### config.mk
export PLATFORM = sky130hd
export DESIGN_NAME = opd_pipe
export DESIGN_NICKNAME = d
export VERILOG_FILES = /design/src/rtl/opd_pipe_pkg.sv /design/src/rtl/opd_decode.sv /design/src/rtl/opd_pipe.sv
export SDC_FILE = /design/constraint.sdc
export NUM_CORES = 1
export LEC_CHECK = 0
export ABC_AREA = 0
export CAP_MARGIN = 20
export CORE_MARGIN = 2
export CORE_UTILIZATION = 57
export CTS_CLUSTER_DIAMETER = 60
export DETAILED_ROUTE_END_ITERATION = 10
export DONT_BUFFER_PORTS = 1
export PLACE_DENSITY = 0.85
export SKIP_CTS_REPAIR_TIMING = 1
export SLEW_MARGIN = 20
export SYNTH_ARGS = -nofsm -noshare
export SYNTH_HDL_FRONTEND = slang
export SYNTH_SLANG_ARGS = --single-unit
### constraint.sdc
create_clock -name i_clk -period 2.04 [get_ports i_clk]
set_clock_uncertainty 0.1 [all_clocks]
set_input_delay 0.408 -clock i_clk [delete_from_list [all_inputs] [get_ports i_clk]]
set_output_delay 0.408 -clock i_clk [all_outputs]
set_load 0.01 [all_outputs]
### src/rtl/opd_pipe_pkg.sv
// Shared types for the decode stage: opcode map, ALU/compare op codes and the
// decoded bundle carried in the ID/EX register.
package opcodes_pkg;
  localparam int OPCODES_WIDTH = 6;

  typedef enum logic [OPCODES_WIDTH-1:0] {
    OP_ADD = 6'd0,
    OP_SUB = 6'd1,
    OP_AND = 6'd2,
    OP_OR  = 6'd3,
    OP_MUL = 6'd4,
    OP_DIV = 6'd5,
    OP_XOR = 6'd6,
    OP_LW  = 6'd7,
    OP_SW  = 6'd8,
    OP_BEQ = 6'd9,
    OP_BLT = 6'd10,
    OP_BLE = 6'd11
  } opcode_e;
endpackage

package alu_pkg;
  typedef enum logic [2:0] {
    ALU_ADD, ALU_SUB, ALU_AND, ALU_OR, ALU_MUL, ALU_DIV, ALU_XOR
  } alu_op_e;
endpackage

package cmp_pkg;
  typedef enum logic [1:0] {
    CMP_NOP, CMP_BEQ, CMP_BLT, CMP_BLE
  } cmp_op_e;
endpackage

package decode_pkg;
  import opcodes_pkg::*;
  import alu_pkg::*;
  import cmp_pkg::*;

  // Bundle fields are sized for the widest supported configuration; narrower
  // instances zero-extend into them and slice on the way out.
  localparam int MAX_WORD_W = 64;
  localparam int MAX_SEL_W  = 8;

  typedef struct packed {
    logic [MAX_SEL_W-1:0]  select_a;
    logic [MAX_SEL_W-1:0]  select_b;
    logic [MAX_SEL_W-1:0]  select_c;
    logic [MAX_SEL_W-1:0]  dest;
    logic                  is_write_back;
    logic                  is_load;
    logic                  is_store;
    logic                  is_cmp;
    logic                  illegal;
    cmp_op_e               cmp_op;
    alu_op_e               alu_op;
    logic [MAX_WORD_W-1:0] offset;
  } decode_bundle_t;

  function automatic decode_bundle_t idle_bundle();
    decode_bundle_t b;
    b        = '0;
    b.alu_op = ALU_OR;
    b.cmp_op = CMP_NOP;
    return b;
  endfunction

  function automatic logic reads_a(input logic [OPCODES_WIDTH-1:0] op);
    case (op)
      OP_ADD, OP_SUB, OP_AND, OP_OR, OP_MUL, OP_DIV, OP_XOR,
      OP_LW, OP_SW, OP_BEQ, OP_BLT, OP_BLE: return 1'b1;
      default:                              return 1'b0;
    endcase
  endfunction

  function automatic logic reads_b(input logic [OPCODES_WIDTH-1:0] op);
    case (op)
      OP_ADD, OP_SUB, OP_AND, OP_OR, OP_MUL, OP_DIV, OP_XOR,
      OP_SW, OP_BEQ, OP_BLT, OP_BLE: return 1'b1;
      default:                       return 1'b0;
    endcase
  endfunction
endpackage

### src/rtl/opd_decode.sv
// Combinational instruction decoder: splits the word into its fields and
// produces the control bundle for one instruction.
module opd_decode
  import opcodes_pkg::*, alu_pkg::*, cmp_pkg::*, decode_pkg::*;
#(
  parameter int REG_WIDTH = 32,
  parameter int NUM_REG   = 32
) (
  input  logic [REG_WIDTH-1:0] i_instruction,
  output decode_bundle_t       o_bundle
);
  localparam int REG_SELECT = $clog2(NUM_REG);
  localparam int IMM_W      = REG_WIDTH - OPCODES_WIDTH - 2 * REG_SELECT;

  opcode_e                 op;
  logic [REG_SELECT-1:0]   sel_a;
  logic [REG_SELECT-1:0]   sel_b;
  logic [REG_SELECT-1:0]   sel_c;
  logic [IMM_W-1:0]        imm;
  logic [REG_WIDTH-1:0]    imm_sext;
  logic [REG_WIDTH-1:0]    br_off;

  assign op       = opcode_e'(i_instruction[REG_WIDTH-1 -: OPCODES_WIDTH]);
  assign sel_a    = i_instruction[IMM_W + REG_SELECT +: REG_SELECT];
  assign sel_b    = i_instruction[IMM_W +: REG_SELECT];
  assign imm      = i_instruction[IMM_W-1:0];
  assign sel_c    = imm[IMM_W-1 -: REG_SELECT];
  assign imm_sext = {{(REG_WIDTH - IMM_W){imm[IMM_W-1]}}, imm};
  assign br_off   = imm_sext << 2;

  always_comb begin
    // NOTE: every field gets a value before the case so no path can infer a latch.
    o_bundle          = idle_bundle();
    o_bundle.select_a = MAX_SEL_W'(sel_a);
    o_bundle.select_b = MAX_SEL_W'(sel_b);
    o_bundle.select_c = MAX_SEL_W'(sel_c);
    case (op)
      OP_ADD, OP_SUB, OP_AND, OP_OR, OP_MUL, OP_DIV, OP_XOR: begin
        o_bundle.is_write_back = 1'b1;
        o_bundle.dest          = MAX_SEL_W'(sel_c);
        case (op)
          OP_SUB:  o_bundle.alu_op = ALU_SUB;
          OP_AND:  o_bundle.alu_op = ALU_AND;
          OP_OR:   o_bundle.alu_op = ALU_OR;
          OP_MUL:  o_bundle.alu_op = ALU_MUL;
          OP_DIV:  o_bundle.alu_op = ALU_DIV;
          OP_XOR:  o_bundle.alu_op = ALU_XOR;
          default: o_bundle.alu_op = ALU_ADD;
        endcase
      end
      OP_LW: begin
        o_bundle.is_write_back = 1'b1;
        o_bundle.is_load       = 1'b1;
        o_bundle.alu_op        = ALU_ADD;
        o_bundle.offset        = MAX_WORD_W'(imm_sext);
        o_bundle.dest          = MAX_SEL_W'(sel_b);
      end
      OP_SW: begin
        o_bundle.is_store = 1'b1;
        o_bundle.alu_op   = ALU_ADD;
        o_bundle.offset   = MAX_WORD_W'(imm_sext);
      end
      OP_BEQ, OP_BLT, OP_BLE: begin
        o_bundle.is_cmp = 1'b1;
        o_bundle.alu_op = ALU_ADD;
        o_bundle.offset = MAX_WORD_W'(br_off);
        case (op)
          OP_BEQ:  o_bundle.cmp_op = CMP_BEQ;
          OP_BLT:  o_bundle.cmp_op = CMP_BLT;
          default: o_bundle.cmp_op = CMP_BLE;
        endcase
      end
      default: o_bundle.illegal = 1'b1;
    endcase
  end
endmodule

### src/rtl/opd_pipe.sv
// Registered decode stage: ID/EX register with valid/ready handshakes,
// load-use bubble insertion, branch flush and a saturating bubble counter.
module opd_pipe
  import opcodes_pkg::*, alu_pkg::*, cmp_pkg::*, decode_pkg::*;
#(
  parameter int REG_WIDTH  = 32,
  parameter int NUM_REG    = 32,
  parameter int CNT_WIDTH  = 16,
  localparam int REG_SELECT = $clog2(NUM_REG)
) (
  input  logic                  i_clk,
  input  logic                  i_rst,
  input  logic [REG_WIDTH-1:0]  i_instruction,
  input  logic                  i_valid,
  output logic                  o_ready,
  input  logic                  i_flush,
  output logic                  o_valid,
  input  logic                  i_ready,
  output logic [REG_SELECT-1:0] o_select_a,
  output logic [REG_SELECT-1:0] o_select_b,
  output logic [REG_SELECT-1:0] o_select_c,
  output logic [REG_SELECT-1:0] o_dest,
  output logic                  o_is_write_back,
  output logic                  o_is_load,
  output logic                  o_is_store,
  output logic                  o_is_cmp,
  output logic                  o_illegal,
  output cmp_op_e               o_cmp_op,
  output alu_op_e               o_alu_op,
  output logic [REG_WIDTH-1:0]  o_offset,
  output logic [CNT_WIDTH-1:0]  o_bubble_count
);
  decode_bundle_t           dec_bundle;
  decode_bundle_t           bundle_q, bundle_d;
  logic                     valid_q, valid_d;
  logic [CNT_WIDTH-1:0]     bubble_cnt_q, bubble_cnt_d;
  logic [OPCODES_WIDTH-1:0] in_opcode;
  logic                     adv;
  logic                     hazard;

  opd_decode #(
    .REG_WIDTH (REG_WIDTH),
    .NUM_REG   (NUM_REG)
  ) u_decode (
    .i_instruction (i_instruction),
    .o_bundle      (dec_bundle)
  );

  assign in_opcode = i_instruction[REG_WIDTH-1 -: OPCODES_WIDTH];
  assign adv       = !valid_q || i_ready;

  // A load still sitting in ID/EX cannot forward to a consumer one slot behind.
  assign hazard = i_valid && valid_q && bundle_q.is_load &&
                  ((reads_a(in_opcode) && (dec_bundle.select_a == bundle_q.dest)) ||
                   (reads_b(in_opcode) && (dec_bundle.select_b == bundle_q.dest)));

  assign o_ready = (adv && !hazard) || i_flush;

  always_comb begin
    valid_d      = valid_q;
    bundle_d     = bundle_q;
    bubble_cnt_d = bubble_cnt_q;
    if (i_flush) begin
      valid_d = 1'b0;
    end else if (adv && hazard) begin
      valid_d = 1'b0;
      if (bubble_cnt_q != '1) bubble_cnt_d = bubble_cnt_q + 1'b1;
    end else if (adv && i_valid) begin
      bundle_d = dec_bundle;
      valid_d  = 1'b1;
    end else if (adv) begin
      valid_d = 1'b0;
    end
  end

  always_ff @(posedge i_clk) begin
    // NOTE: state registers use non-blocking assignments so every flop samples pre-edge values.
    if (i_rst) begin
      valid_q      <= 1'b0;
      bundle_q     <= idle_bundle();
      bubble_cnt_q <= '0;
    end else begin
      valid_q      <= valid_d;
      bundle_q     <= bundle_d;
      bubble_cnt_q <= bubble_cnt_d;
    end
  end

  assign o_valid         = valid_q;
  assign o_select_a      = bundle_q.select_a[REG_SELECT-1:0];
  assign o_select_b      = bundle_q.select_b[REG_SELECT-1:0];
  assign o_select_c      = bundle_q.select_c[REG_SELECT-1:0];
  assign o_dest          = bundle_q.dest[REG_SELECT-1:0];
  assign o_is_write_back = bundle_q.is_write_back;
  assign o_is_load       = bundle_q.is_load;
  assign o_is_store      = bundle_q.is_store;
  assign o_is_cmp        = bundle_q.is_cmp;
  assign o_illegal       = bundle_q.illegal;
  assign o_cmp_op        = bundle_q.cmp_op;
  assign o_alu_op        = bundle_q.alu_op;
  assign o_offset        = bundle_q.offset[REG_WIDTH-1:0];
  assign o_bubble_count  = bubble_cnt_q;

  logic unused_bundle_hi;
  assign unused_bundle_hi = ^{bundle_q.select_a[MAX_SEL_W-1:REG_SELECT],
                              bundle_q.select_b[MAX_SEL_W-1:REG_SELECT],
                              bundle_q.select_c[MAX_SEL_W-1:REG_SELECT],
                              bundle_q.dest[MAX_SEL_W-1:REG_SELECT],
                              bundle_q.offset[MAX_WORD_W-1:REG_WIDTH]};
endmodule

==> impl_metrics.env, run 1 <==
export IMPL_run_status="complete, but fails checks"
export IMPL_multi_input_area_mm2=0.00196
export IMPL_ir_drop_mv=0.503
export IMPL_vias=3258
export IMPL_worst_r2r_endpoint="o_bubble_count[10]"
export IMPL_avgSynthCellArea_um2=8.27
export IMPL_setup_ws_ps=-218
export IMPL_synth_edff_count=0
export IMPL_setup_viol=9
export IMPL_start_kind="flip-flop"
export IMPL_yosysWarnings=0
export IMPL_crit_arrival_ps=1750
export IMPL_hp_start="i_rst"
export IMPL_routedWlPerCell_um=20.4
export IMPL_swShare_pct=25.1
export IMPL_grt_use_total_pct=28.7
export IMPL_routed_wl_um=10200
export IMPL_crit_type="reg -> out"
export IMPL_fmax_mhz=443
export IMPL_core_mm2=0.00561
export IMPL_grt_pass1_wl_um=14400
export IMPL_p_sw_w=0.000611
export IMPL_antenna_found_initial=0
export IMPL_slew_limit_headroom_pct=69.4
export IMPL_diodes=0
export IMPL_p_leak_nw=1.42
export IMPL_die_area_mm2=0.00652
export IMPL_clk_pin_slew_ps=70
export IMPL_async_flop_share_pct=0
export IMPL_nets=462
export IMPL_clkSinkCount=65
export IMPL_critPathMaxFanout=5
export IMPL_port_buffers=0
export IMPL_hold_viol_final=0
export IMPL_ant_nets=0
export IMPL_htreeDepth=3
export IMPL_critical_path_startpoint="o_dest[3]"
export IMPL_synthFlopType="dfxtp_1"
export IMPL_combPwrFrac_pct=6.9
export IMPL_final_cells=500
export IMPL_io_pins=117
export IMPL_syn_inst=406
export IMPL_min_path_type="in -> reg"
export IMPL_insertion_delay_ps=350
export IMPL_synth_seq_area_share_pct=38.8
export IMPL_netlist_cell_type_count=48
export IMPL_violations="setup timing"
export IMPL_die_w_um=80.7
export IMPL_fillers=443
export IMPL_pwr_share_seq_pct=54.0
export IMPL_maxCapViolCount=0
export IMPL_r2r_start="o_dest[3]"
export IMPL_rrSetupSlack_ps=-120
export IMPL_reg2reg_depth=8
export IMPL_clockBufferDepth=2
export IMPL_hold_depth=1
export IMPL_cts_root_buf="clkbuf_8"
export IMPL_synth_top_area_cell="dfxtp_1"
export IMPL_synth_fp_nets=444
export IMPL_clkPwrFrac_pct=39.0
export IMPL_numCtsBuffers=9
export IMPL_rows=27
export IMPL_cp_end_kind="primary output"
export IMPL_crit_required_ps=1530
export IMPL_areaGrowthSynthToFinish_pct=20.5
export IMPL_grt_overflow_total=0
export IMPL_worst_slew_pin_slew_ps=457
export IMPL_drt_iter0_markers=370
export IMPL_drtPass1Iterations=5
export IMPL_min_to="o_bubble_count[13]"
export IMPL_period_minus_slack_ps=2260
export IMPL_cts_tree="built"
export IMPL_post_dp_cell_area_mm2=0.00361
export IMPL_dp_cells=478
export IMPL_fin_area_mm2=0.00405
export IMPL_routabilityCongestion=0.798
export IMPL_rsz0062_at_grt="true"
export IMPL_drc=0
export IMPL_synth_top_area_share_pct=38.8
export IMPL_grt_max_degree=75
export IMPL_powerDensity_mw_per_mm2=603
export IMPL_fin_crit_sh_pct=111
export IMPL_p_int_w=0.00183
export IMPL_dp_final_hpwl_um=6370
export IMPL_synthTopCellsByArea="dfxtp_1, o21ai_0, a21oi_1"
export IMPL_drive_gt1_share_pct=26.4
export IMPL_slew_viol_final=0
export IMPL_syn_area_mm2=0.00336
export IMPL_vias_per_cell=6.52
export IMPL_die_h_um=80.7
export IMPL_ys_ff_latch=65
export IMPL_initial_utilization_pct=59.8
export IMPL_grt_pass1_vias=2883
export IMPL_seq_area_mm2=0.00132
synthesized netlist by cell type (all sizes together) (3+ instances only):
library cell  count
o21ai            63
a22oi            13
buf              28
nand3            28
inv               7
nor4              5
nand2            16
xor2              6
a21o              3
clkbuf           18
or3               4
xnor2             5
mux2              3
a21oi            35
nor2b            24
or4               8
o31ai            18
nand2b            6
mux2i             7
nand4             6
dfxtp            65
nor2             18
area by class of cell:
class                   count  area share [%]
flip-flops and latches     65            32.5
clock buffers              12            3.59
repair buffers             53            12.1
well taps                  72            2.23
inverters                   7           0.650
multi-input cells         288            48.5
clock inverters             3           0.433
power by group through the flow:
stage          registers, W  clock network [W]  logic, W
5_1_grt             0.00132            0.00102  0.000181
2_1_floorplan       0.00134                  0  0.000144
6_report            0.00132           0.000951  0.000169
4_1_cts             0.00132           0.000950  0.000156
3_5_place_dp        0.00135                  0  0.000155
3_3_place_gp        0.00135                  0  0.000151
critical path: stages, from the launching register on:
cell     delay [ps]
dfxtp_4         350
xnor2_1         220
nand3_1         130
nor3_2          220
o21ai_2         130
buf_12          150
a21o_1          200
worst max-delay path by stage:
stage               slack [ps]                 end
detailed placement        -110  o_bubble_count[15]
CTS                       -290             o_ready
floorplan                  -90             o_ready
finish                    -220             o_ready
global placement           -90  o_bubble_count[15]
global route              -260             o_ready
layout by cell type (no fill, tap or decap), types with 2 or more instances in the layout:
| cell | n |
|---|---|
| a21o_1 | 3 |
| a21oi_1 | 28 |
| a21oi_2 | 7 |
| a22oi_1 | 13 |
| a311oi_1 | 2 |
| buf_12 | 4 |
| buf_4 | 45 |
| buf_6 | 2 |
| clkbuf_1 | 2 |
| clkbuf_16 | 2 |
| clkbuf_8 | 10 |
| clkinv_2 | 2 |
| dfxtp_1 | 58 |
| dfxtp_2 | 5 |
| dfxtp_4 | 2 |
| inv_1 | 7 |
| mux2_4 | 2 |
| mux2i_1 | 7 |
| nand2_1 | 15 |
| nand2b_1 | 6 |
| nand3_1 | 27 |
| nand4_1 | 6 |
| nor2_1 | 17 |
| nor2b_1 | 24 |
| nor3b_1 | 2 |
| nor4_4 | 4 |
| o21ai_0 | 61 |
| o31ai_1 | 17 |
| or2_2 | 2 |
| or3_1 | 4 |
| or4_4 | 7 |
| xnor2_1 | 3 |
| xnor2_2 | 2 |
| xor2_1 | 3 |
| xor2_4 | 2 |
flip-flops by register name, indices dropped and copies added (netlist names):
name / count
o_is_store: 1
o_select_b: 5
o_is_write_back: 1
o_dest: 5
o_illegal: 1
o_select_a: 5
o_bubble_count: 16
o_is_cmp: 1
o_offset: 18
o_valid: 1
o_cmp_op: 2
o_alu_op: 3
o_select_c: 5
o_is_load: 1
logic make-up after synthesis:
group | count (synthesis) | share of synthesized area, %
buffers and inverters | 53 | 8.20
AOI/OAI and AO/OA | 139 | 24.7
muxes | 10 | 3.09
and+or+nand+nor | 127 | 22.0
DFF | 65 | 38.8
xor gates and xnor gates | 11 | 2.87
adders and majority gates | 1 | 0.373
per-layer routing:
metal  global-route usage [%]  vias to the layer above  part of all wire [%]
met5                        0                        -                     0
met2                     43.8                      191                    47
li1                         -                     1488                     -
met1                     37.6                     1547                    39
met3                     9.22                       32                    10
met4                     12.0                        0                   3.3
through the flow:
step                      util, %  TNS (ps)  hold WS, ps  total power [W]  setup slack, ps
after floorplan                 -     -86.3          387          0.00149            -86.3
after global routing         72.1     -2230         12.1          0.00252             -263
after CTS                    67.2     -1140         23.0          0.00243             -289
after global placement       64.3      -463          384          0.00150            -86.9
after detailed placement     64.3      -924          383          0.00150             -107
final                        72.1      -703         23.6          0.00244             -218
Note: power is estimated with default switching activity, not from simulation.
==> run 2, diff against run 1 <==
Settings changed: CORE_UTILIZATION 57 to 65, PLACE_DENSITY 0.85 to 0.91.
Clock period 2.04 ns to 2.93 ns, I/O delays scaled along.
==> impl_metrics.env, run 2 (synthesis gave the netlist of run 1 again) <==
export IMPL_critPathMaxFanout=20
export IMPL_start_kind="flip-flop"
export IMPL_fmax_mhz=374
export IMPL_routed_wl_um=8450
export IMPL_cts_root_buf="clkbuf_8"
export IMPL_hold_viol_final=0
export IMPL_setup_viol=0
export IMPL_die_w_um=75.9
export IMPL_setup_tns_ps=0
export IMPL_htreeDepth=3
export IMPL_initial_utilization_pct=66.6
export IMPL_min_path_type="in -> reg"
export IMPL_routabilityCongestion=0.848
export IMPL_grt_overflow_total=0
export IMPL_vias=2978
export IMPL_grt_max_degree=75
export IMPL_crit_arrival_ps=1990
export IMPL_mostFrequentLayoutCell="dfxtp_1"
export IMPL_grt_use_total_pct=29.5
export IMPL_port_buffers=0
export IMPL_cp_end_kind="primary output"
export IMPL_reg2reg_depth=7
export IMPL_ir_drop_mv=0.380
export IMPL_routedWlPerCell_um=18.5
export IMPL_rrSetupSlack_ps=540
export IMPL_clockBufferDepth=2
export IMPL_insertion_delay_ps=340
export IMPL_clkSinkCount=65
export IMPL_ant_nets=0
export IMPL_run_status="finished clean"
export IMPL_worst_r2r_endpoint="o_bubble_count[12]"
export IMPL_diodes=0
export IMPL_crit_required_ps=2240
export IMPL_nets=420
export IMPL_antenna_found_initial=0
export IMPL_grt_pass1_wl_um=12800
export IMPL_die_area_mm2=0.00575
export IMPL_drt_iter0_markers=207
export IMPL_slew_viol_final=0
export IMPL_period_minus_slack_ps=2680
export IMPL_powerDensity_mw_per_mm2=507
export IMPL_dp_final_hpwl_um=5670
export IMPL_hold_ws_ps=219
export IMPL_p_leak_nw=1.16
export IMPL_die_h_um=75.9
export IMPL_core_mm2=0.00504
export IMPL_crit_type="reg -> out"
export IMPL_mostFrequentLayoutCells="dfxtp_1, o21ai_0, a21oi_1, nand3_1, nor2b_1"
export IMPL_areaGrowthSynthToFinish_pct=3.65
export IMPL_hold_depth=1
export IMPL_r2r_start="o_dest[4]"
export IMPL_rows=26
export IMPL_cts_tree="built"
export IMPL_io_pins=117
export IMPL_largest_reg_flops=18
export IMPL_clk_pin_slew_ps=70
export IMPL_worst_slew_pin_slew_ps=485
export IMPL_maxCapViolCount=0
export IMPL_numCtsBuffers=9
export IMPL_slew_limit_headroom_pct=67.6
export IMPL_drc=0
export IMPL_hp_start="i_flush"
export IMPL_grt_pass1_vias=2655
export IMPL_rsz0062_at_grt="false"
export IMPL_fin_crit_sh_pct=91.3
export IMPL_vias_per_cell=6.52
export IMPL_drtPass1Iterations=7
export IMPL_min_to="o_valid"
export IMPL_drive_gt1_share_pct=9.30
run 2: final cells by class:
type,count,area (µm²)
tap,70,87.6
sequential,65,1300
fill,388,1560
clock inverter,3,40.0
clock buffer,13,149
multi-input combinational,288,1780
timing repair buffer,11,95.1
inverter,7,26.3
run 2: layer usage:
layer	vias to the layer above	wire [µm]	track usage, %
li1	1412	-	-
met3	20	887	8.73
met2	154	3970	44.2
met1	1392	3430	39.0
met5	-	0	0
met4	0	161	14.0
run 2: worst max-delay path by stage:
stage                            startpoint                 end  slack (ps)  depth (start not counted)
final                             o_dest[4]             o_ready         250                          6
after global routing              o_dest[4]             o_ready         160                          6
after CTS                         o_dest[4]             o_ready         260                          6
after detailed placement  i_instruction[25]  o_bubble_count[12]         430                          7
after global placement    i_instruction[25]  o_bubble_count[12]         470                          7
after floorplan           i_instruction[28]             o_ready         440                          7
run 2: metrics by stage:
stage | worst slack (ps) | total power (W) | instances | utilization (%) | cell area (µm²)
after floorplan | 439 | 0.00103 | 406 | - | 3360
after global placement | 472 | 0.00103 | 441 | 65.2 | 3290
after detailed placement | 429 | 0.00103 | 441 | 65.2 | 3290
after CTS | 264 | 0.00177 | 457 | 69.0 | 3480
after global routing | 158 | 0.00182 | 457 | 69.0 | 3480
final | 254 | 0.00176 | 457 | 69.0 | 3480
run 2: critical path: stages, from the launching register on:
cell	delay (ps)
dfxtp_1	470
xnor2_1	200
nand3_1	130
nor3_2	340
o21ai_2	100
buf_4	210
a21o_1	210
run 2: power breakdown:
group | switching (W) | internal, W
Sequential | 0.0000203 | 0.000900
Combinational | 0.0000592 | 0.0000388
Clock | 0.000332 | 0.000415
Total | 0.000411 | 0.00135
